## src/rtl/serial_sub_ctrl_pkg.sv

```systemverilog
// serial_sub_ctrl_pkg: shared state encoding and default width for the serial subtractor
package serial_sub_ctrl_pkg;
  localparam int DEF_WIDTH = 8;
  typedef enum logic [1:0] {IDLE = 2'd0, RUN = 2'd1, DONE = 2'd2} state_t;
endpackage

```

## src/rtl/serial_sub_ctrl_full_sub.sv

```systemverilog
// full_sub: behavioural 1-bit full subtractor
module full_sub (
  input  logic a,
  input  logic b,
  input  logic borrow_in,
  output logic d,
  output logic borrow_out
);
  assign d = a ^ b ^ borrow_in;
  assign borrow_out = (~a & b) | (~(a ^ b) & borrow_in);
endmodule

```

## src/rtl/serial_sub_ctrl.sv

```systemverilog
// serial_sub_ctrl: computes a - b LSB first over WIDTH cycles with one shared full subtractor
module serial_sub_ctrl
  import serial_sub_ctrl_pkg::*;
#(
  parameter int WIDTH = DEF_WIDTH
) (
  input  logic             clk,
  input  logic             rst,
  input  logic             start,
  input  logic [WIDTH-1:0] a,
  input  logic [WIDTH-1:0] b,
  output logic             busy,
  output logic             done,
  output logic [WIDTH-1:0] diff,
  output logic             borrow_out
);
  localparam int CNT_W = $clog2(WIDTH + 1);
  state_t state, state_nx;
  logic [WIDTH-1:0] a_sr, b_sr, res_sr;
  logic [CNT_W-1:0] cnt;
  logic brw, d, bo, load, last;
  full_sub u_fs (.a(a_sr[0]), .b(b_sr[0]), .borrow_in(brw), .d(d), .borrow_out(bo));
  always_comb begin
    load = (state != RUN) && start;
    last = (state == RUN) && (cnt == CNT_W'(WIDTH - 1));
    busy = state == RUN;
    done = state == DONE;
    state_nx = (state == RUN) ? (last ? DONE : RUN) : (start ? RUN : IDLE);
  end
  always_ff @(posedge clk) begin
    if (rst) begin
      state <= IDLE;
      a_sr <= '0;
      b_sr <= '0;
      res_sr <= '0;
      brw <= 1'b0;
      cnt <= '0;
      diff <= '0;
      borrow_out <= 1'b0;
    end else begin
      state <= state_nx;
      if (load) begin
        a_sr <= a;
        b_sr <= b;
        brw <= 1'b0;
        cnt <= '0;
      end else if (state == RUN) begin
        a_sr <= a_sr >> 1;
        b_sr <= b_sr >> 1;
        res_sr <= {d, res_sr[WIDTH-1:1]};
        brw <= bo;
        cnt <= cnt + CNT_W'(1);
        if (last) begin
          diff <= {d, res_sr[WIDTH-1:1]};
          borrow_out <= bo;
        end
      end
    end
  end
endmodule

```

## config.mk

```make
export PLATFORM = sky130hd
export DESIGN_NAME = serial_sub_ctrl
export DESIGN_NICKNAME = d
export VERILOG_FILES = /design/src/rtl/serial_sub_ctrl_pkg.sv /design/src/rtl/serial_sub_ctrl_full_sub.sv /design/src/rtl/serial_sub_ctrl.sv
export SDC_FILE = /design/constraint.sdc
export NUM_CORES = 1
export LEC_CHECK = 0
export CAP_MARGIN = 20
export CORE_ASPECT_RATIO = 1.1
export CORE_MARGIN = 8
export CORE_UTILIZATION = 50
export DETAILED_ROUTE_END_ITERATION = 10
export PLACE_DENSITY = 0.84
export SYNTH_ARGS = -nofsm -noshare
export SYNTH_HDL_FRONTEND = slang
export SYNTH_SLANG_ARGS = --single-unit
```

## constraint.sdc

```tcl
create_clock -name clk -period 1.4 [get_ports clk]
set_input_delay 0.28 -clock clk [delete_from_list [all_inputs] [get_ports clk]]
set_output_delay 0.28 -clock clk [all_outputs]
set_load 0.01 [all_outputs]
```

Word-level counts from Yosys, hierarchy flattened. Index checks and enable logic that the tools add are counted.

Flip-flop bits (word level): 40. Word-level logic and storage cells: 34. Output and inout port bits: 11.

Add/sub/neg operators: 1. Bitwise gates (word level): 8. Equal/unequal tests: 4. Mux-type cells: 7. Reduce and logical (&&, ||, !) cells: 6.

Operators by type and width (count): two-way mux 8 bit (4); adder 4 x 1 -> 4 bit, second input constant (1); == test 4 x 3 -> 1 bit, second input constant (1); two-way mux 2 bit (2); NOT 1 bit (3); AND reduction 3 bit (1); bitwise AND 1 bit (2); == test 2 x 1 -> 1 bit, second input constant (1); == test 2 bit, second input constant (1); logical AND 1 bit (2); != test 2 x 1 -> 1 bit, second input constant (1); AND reduction 2 bit (1); nonzero test 2 bit (1); OR reduction 2 bit (1); bitwise XOR 1 bit (2); two-way mux 1 bit (1); OR 1 bit (1).

Logic depth before layout (Yosys ltp). Gate-level depths: netlist (run 1).

Word-level depth: 4. Mapped depth: 6. Gate-level depth less buffers: 5.

Hierarchy. From an unflattened synthesis (run 1), not the netlist that was laid out.

Cell total of the unflattened synthesis: 156. Area total of the unflattened synthesis: 1601.5 µm².

By module, submodules not included: serial_sub_ctrl (instances 1, cells an instance 152, seq. area each 780.7 µm², area an instance 1570.3 µm²); full_sub (instances 1, cells an instance 4, seq. area each 0.0 µm², area an instance 31.3 µm²).

Worst setup path after synthesis (run 1). OpenSTA, ideal clock, no wires.

Path kind: reg-to-reg. From: reg cnt[0]. To: reg borrow_out. Data required time: 1283 ps. Path buffers: 1. Stages on the path, launching flop included: 5. Path slack: 218 ps. Data arrival time: 1065 ps. Setup time: 117 ps. Clock period less this slack: 1182 ps. Cells stage by stage: dfxtp_1 ha_1 and3_1 buf_4 a22o_1.

Longest elaborated chain between the ends: 3.

Ends and longest elaborated chain: from (decl) (line serial_sub_ctrl.sv:20) `logic [CNT_W-1:0] cnt;`; from (signal assigned) (line serial_sub_ctrl.sv:52) `cnt <= cnt + CNT_W'(1);`; == test 4 x 3 -> 1 bit (line serial_sub_ctrl.sv:25) `last = (state == RUN) && (cnt == CNT_W'(WIDTH - 1));`; logical AND 1 bit (line serial_sub_ctrl.sv:25); AND reduction 3 bit (no line); to (signal assigned) (line serial_sub_ctrl.sv:55) `borrow_out <= bo;`; to (decl) (line serial_sub_ctrl.sv:15) `output logic borrow_out`.

No other way between the ends. A chain may end at the register's enable or synchronous reset.

Final worst setup path (run 1).
From: reg state[1]. To: out busy.

Longest elaborated chain between the ends: 1.

Ends and longest elaborated chain: from (decl) (line serial_sub_ctrl.sv:18) `state_t state, state_nx;`; from (signal assigned) (line serial_sub_ctrl.sv:41) `state <= state_nx;`; == test 2 x 1 -> 1 bit (line serial_sub_ctrl.sv:26) `busy = state == RUN;`; to (decl) (line serial_sub_ctrl.sv:12) `output logic busy,`.

No other way between the ends.

==> results of run 1 <==
cells in the final DEF, fill, tap and decap left out, drive strengths merged, types with 2 or more instances in the layout:
| cell | count |
|---|---|
| nand2b | 2 |
| mux2i | 16 |
| dlygate4sd2 | 9 |
| a211oi | 15 |
| nand3b | 2 |
| a22o | 9 |
| nor2 | 14 |
| inv | 5 |
| dfxtp | 39 |
| nand3 | 2 |
| clkbuf | 6 |
| or3 | 3 |
| nor3 | 2 |
| a21oi | 11 |
| buf | 10 |
| clkdlybuf4s50 | 18 |
| nand2 | 16 |
worst paths after layout:
check / depth (start not counted) / slack [ps] / from / end
worst max register to register: 4 / 100 / state[1] / cnt[2]
worst max-delay path: 3 / 80 / state[1] / busy
worst min register to register: 1 / 480 / diff[3] / diff[3]
worst min-delay path: 1 / 480 / diff[3] / diff[3]
registers in the layout, summed over array words and instances (netlist names):
signal and count:
diff 8, b_sr 8, borrow_out 1, brw 1
state 2, cnt 4, a_sr 8, res_sr 7
layout make-up:
type                       instances  area, sq um  area share [%]
clock buffer                       6         51.3            2.57
clock inverter                     2         35.0            1.75
inverter                           5         21.3            1.07
multi-input combinational        101          701            35.1
sequential                        39          783            39.2
tap                               34         42.5            2.13
timing repair buffer              38          363            18.2
per-layer routing:
metal	global-route usage [%]	wire [um]	vias to the layer above
li1	-	-	620
met1	13.4	1390	578
met2	21.6	1510	26
met3	5.40	185	5
met4	6.38	49	0
met5	0	0	-
Yosys cell counts:
cell      number
o21a_1         1
buf_2          7
mux2i_1       16
dfxtp_1       39
and3_1         1
nand2b_1       1
nor3_1         2
a21oi_1       11
nor2b_1        1
buf_4          2
or3_1          3
nand2_1       16
nand2b_4       1
a41oi_4        1
mux2_2         1
a211oi_1      15
inv_2          1
nand3_1        2
a22o_1         9
nand3b_1       2
ha_1           1
fa_1           1
buf_6          1
nor2_1        14
clkbuf_1       1
buf_1          1
a31oi_1        1
nor3b_1        1
inv_1          4
cells by family after synthesis:
kind of cell / Yosys count
AOI/OAI and AO/OA: 38
adders and majority gates: 2
buffers and inverters: 17
DFF: 39
muxes: 17
and+or+nand+nor: 44
report_power, final:
group          leakage (nW)  total [W]  switching (W)  internal [W]
Combinational         0.466   0.000253       0.000121      0.000133
Clock                0.0482   0.000776       0.000354      0.000422
Sequential            0.319    0.00119      0.0000288       0.00116
stage by stage:
step / util, % / power, W / cells / instance area (sq um) / hold slack, ps
4_1_cts: 65.7 / 0.00224 / 225 / 1990 / 482
6_report: 66.1 / 0.00222 / 225 / 2000 / 479
3_3_place_gp: 63.2 / 0.00145 / 217 / 1910 / 445
3_5_place_dp: 63.2 / 0.00146 / 217 / 1910 / 462
5_1_grt: 66.1 / 0.00231 / 225 / 2000 / 504
2_1_floorplan: - / 0.00136 / 157 / 1570 / 437
timing repair:
item                                    in CTS  in global routing
endpoints found under the setup margin      11                  8
setup buffers                                0                  0
gates cloned                                 0                  0
gates resized for setup                     18                  4
==> flow_summary.json, run 1 <==
{
  "path_clk_slew_ps": 110,
  "synth_nets": 178,
  "pin_count": 30,
  "holdCritPathClass": "flop to flop",
  "critPathMaxFanout": 5,
  "fillCellCount": 234,
  "ys_warn_count": 0,
  "max_freq_mhz": 756,
  "hold_viol": 0,
  "routed_wl_um": 3140,
  "synth_cell_types": 29,
  "worstPathCellList": "nand2b_4 -> inv_4 -> buf_2",
  "rsz0062_at_grt": "false",
  "finalCritPeriodShare_pct": 94.4,
  "antenna_found_initial": 0,
  "start_kind": "flop",
  "clock_latency_ps": 340,
  "die-height_um": 74.7,
  "drt_first_pass_iters": 4,
  "cts-root-buf": "clkbuf_4",
  "ys_top_cells_by_area": "dfxtp_1, mux2i_1, a211oi_1, a22o_1, nand2_1",
  "required_ps": 1120,
  "synth_fa_ha_area_share_pct": 2.08,
  "slew_viol_final": 0,
  "final-setup-viol-count": 0,
  "start_util_pct": 51.8,
  "syn_inst": 157,
  "powerDensity_nw_per_um2": 1110,
  "via_count": 1229,
  "finClkSkew_ps": 6.06,
  "postCtsHoldBufs": 0,
  "fin_crit_ps": 1320,
  "status": "finished clean",
  "place_ws_ps": -110,
  "tns_ps": 0,
  "critPathTopFamily": "flip-flops",
  "dieArea_sq_um": 5180,
  "synth_xor_area_share_pct": 0,
  "maxCapViolCount": 0,
  "clockBufferDepth": 2,
  "slew_headroom_pct": 76.0,
  "synth_top_area_share_pct": 49.8,
  "clock_sink_count": 39,
  "cts_tree": "built",
  "htree_levels": 2,
  "critPathArrivalTime_ps": 1040,
  "gp_congestion": 0.727,
  "synth_seq_cells": 39,
  "p_leak_nw": 0.833,
  "avgRoutedWirePerCell_um": 14.0,
  "cp_num_buf_inv": 2,
  "grt_pass1_wl_um": 5410,
  "synth_compound_area_share_pct": 18.4,
  "avgViaCountPerCell": 5.46,
  "synth.cell_area_sq_um": 1570,
  "synth_seq_area_share_pct": 49.8,
  "end_kind": "output port",
  "grt_max_degree": 24,
  "drc": 0,
  "postRouteAntennaNets": 0,
  "numPortBuffers": 29,
  "setup_slack_ps": 77.7,
  "die_w_um": 69.4,
  "dpl.hpwl_um": 2310,
  "synth.avg_cell_area_sq_um": 9.98,
  "synth_top_family_by_area": "compound AO/OA/AOI/OAI gates",
  "synthMuxAreaShare_pct": 10.9,
  "synth-simple-area-share_pct": 13.2,
  "drive_gt1_share_pct": 13.6,
  "nets": 211,
  "max_stage_delay_ps": 340,
  "grtUsageTotal_pct": 12.7,
  "grt.overflow.total": 0,
  "synth_largest_area_cell": "dfxtp_1",
  "cts_inserted_buffers": 5,
  "area_growth_pct": 27.5,
  "tightest_slew_ps": 359,
  "grt_pass1_vias": 1260,
  "irDropWorstVdd_uv": 1130,
  "core-area_sq_um": 3020,
  "rows": 21,
  "crit_path_top_delay_cell": "dfxtp_2",
  "first_iter_violations": 43,
  "path_class": "flop to output port",
  "diodes": 0
}
(Power assumes the default switching activity.)
==> run 2: changes to the inputs <==
- ABC_AREA: not set -> 0
- CORE_MARGIN: 8 -> 5
==> run 2 against run 1 <==
Critical path depth unchanged. Final cell count decreased by 0.44%. Clock skew is 2.6 ps lower. Worst setup slack lost 14 ps. Global-route usage is 4.1 points higher. Sequential cell count is the same. Routed wire length up 2.2%. Die area fell by 16%. Hold slack worse by 10 ps. Highest routed layer unchanged.
==> flow_summary.json, run 2 (synthesis results as in run 1) <==
{
  "status": "finished clean",
  "top_regs": "a_sr x8, b_sr x8, diff x8",
  "cts_inserted_buffers": 5,
  "grt.overflow.total": 0,
  "avgRoutedWirePerCell_um": 14.3,
  "dpl.hpwl_um": 2290,
  "end_kind": "output port",
  "core-area_sq_um": 3020,
  "holdCritPathClass": "flop to flop",
  "finClkSkew_ps": 3.44,
  "routed_wl_um": 3210,
  "die-height_um": 68.7,
  "layout_common_cells": "dfxtp_1, clkdlybuf4s50_1, mux2i_1, nand2_1, a211oi_1",
  "start_util_pct": 51.8,
  "grt_max_degree": 24,
  "cts_tree": "built",
  "cts_setup_buffers": 0,
  "diodes": 0,
  "grt_pass1_vias": 1283,
  "p_leak_nw": 0.810,
  "irDropWorstVdd_uv": 589,
  "fillCellCount": 258,
  "max_freq_mhz": 748,
  "rrSetupSlack_ps": 90,
  "powerDensity_nw_per_um2": 1020,
  "hp-start": "res_sr[1]",
  "critPathArrivalTime_ps": 1060,
  "hold_depth": 2,
  "via_count": 1243,
  "r2r_start": "state[1]",
  "final_cells": 224,
  "htree_levels": 2,
  "crit_path_start": "state[1]",
  "tightest_slew_ps": 373,
  "layout_commonest_cell": "dfxtp_1",
  "start_kind": "flop",
  "p_total_w": 0.00199,
  "rsz0062_at_grt": "false",
  "setup_slack_ps": 63.6,
  "finalCritPeriodShare_pct": 95.5,
  "first_iter_violations": 57,
  "gp_congestion": 0.773,
  "grt_pass1_wl_um": 5690,
  "drt_first_pass_iters": 4,
  "die_w_um": 63.4,
  "min_delay_worst_endpoint": "res_sr[1]",
  "tns_ps": 0,
  "final-setup-viol-count": 0,
  "nets": 210,
  "maxCapViolCount": 0,
  "area_growth_pct": 24.2,
  "pin_count": 30,
  "numPortBuffers": 29,
  "r2r-end": "cnt[2]",
  "path_clk_slew_ps": 110,
  "avgViaCountPerCell": 5.55,
  "drive_gt1_share_pct": 11.1,
  "slew_viol_final": 0,
  "clockBufferDepth": 2,
  "drc": 0,
  "postCtsHoldBufs": 0,
  "clock_latency_ps": 350,
  "slew_headroom_pct": 75.1,
  "postRouteAntennaNets": 0,
  "post-place-cells": 216,
  "clock_sink_count": 39,
  "dieArea_sq_um": 4350,
  "grtUsageTotal_pct": 16.8,
  "rows": 21,
  "place_ws_ps": -106,
  "cts-root-buf": "clkbuf_4",
  "fin_crit_ps": 1340,
  "path_class": "flop to output port",
  "antenna_found_initial": 0,
  "holdWs_ps": 469,
  "r2r_cells": 4,
  "required_ps": 1120,
  "hold_viol": 0,
  "critPathMaxFanout": 7
}
run 2: final cells by class:
cell class              count  area (sq um)  area share, %
clock buffers               7          45.0           2.32
clock inverters             1          5.00          0.257
inverters                   5          23.8           1.22
multi-input cells         101           698           35.9
flip-flops and latches     39           782           40.2
well taps                  34          42.5           2.19
repair buffers             37           349           17.9
run 2: routing by layer:
| layer | share of wire, % | track usage (%) |
|---|---|---|
| met4 | 2.8 | 10.4 |
| met1 | 43 | 19.1 |
| met5 | 0 | 0 |
| met2 | 47 | 27.9 |
| met3 | 7.2 | 5.19 |
run 2: what timing repair did:
item	CTS	global route
resized for setup	17	4
endpoints found under the hold margin	0	0
endpoints found under the setup margin	11	8
run 2: per-stage QoR:
stage	instance area [sq um]	util, %
3_5_place_dp	1900	63.0
5_1_grt	1950	64.4
3_3_place_gp	1900	63.0
2_1_floorplan	1570	-
4_1_cts	1940	64.3
6_report	1950	64.4
run 2: how the worst max path moves through the flow:
stage | endpoint | slack (ps) | cells after the start
after floorplan | borrow_out | 220 | 4
after global placement | borrow_out | -70 | 5
after detailed placement | diff[5] | -110 | 5
after CTS | done | 20 | 2
after global routing | cnt[2] | 20 | 4
final | busy | 60 | 3
run 2: where the power goes:
part           switching [W]  internal (W)
Combinational       0.000124      0.000131
Clock               0.000351      0.000196
Sequential         0.0000287       0.00116
run 2: critical path, stage by stage, from the launching register on:
cell and delay, ps:
dfxtp_2 340, nand2b_4 160, inv_6 80, buf_2 130
==> run 3: changes to the inputs <==
- HOLD_SLACK_MARGIN: not set -> 0.12
==> results of run 3 <==
Same layout as run 2: the final DEF is identical, and so are final timing and power.
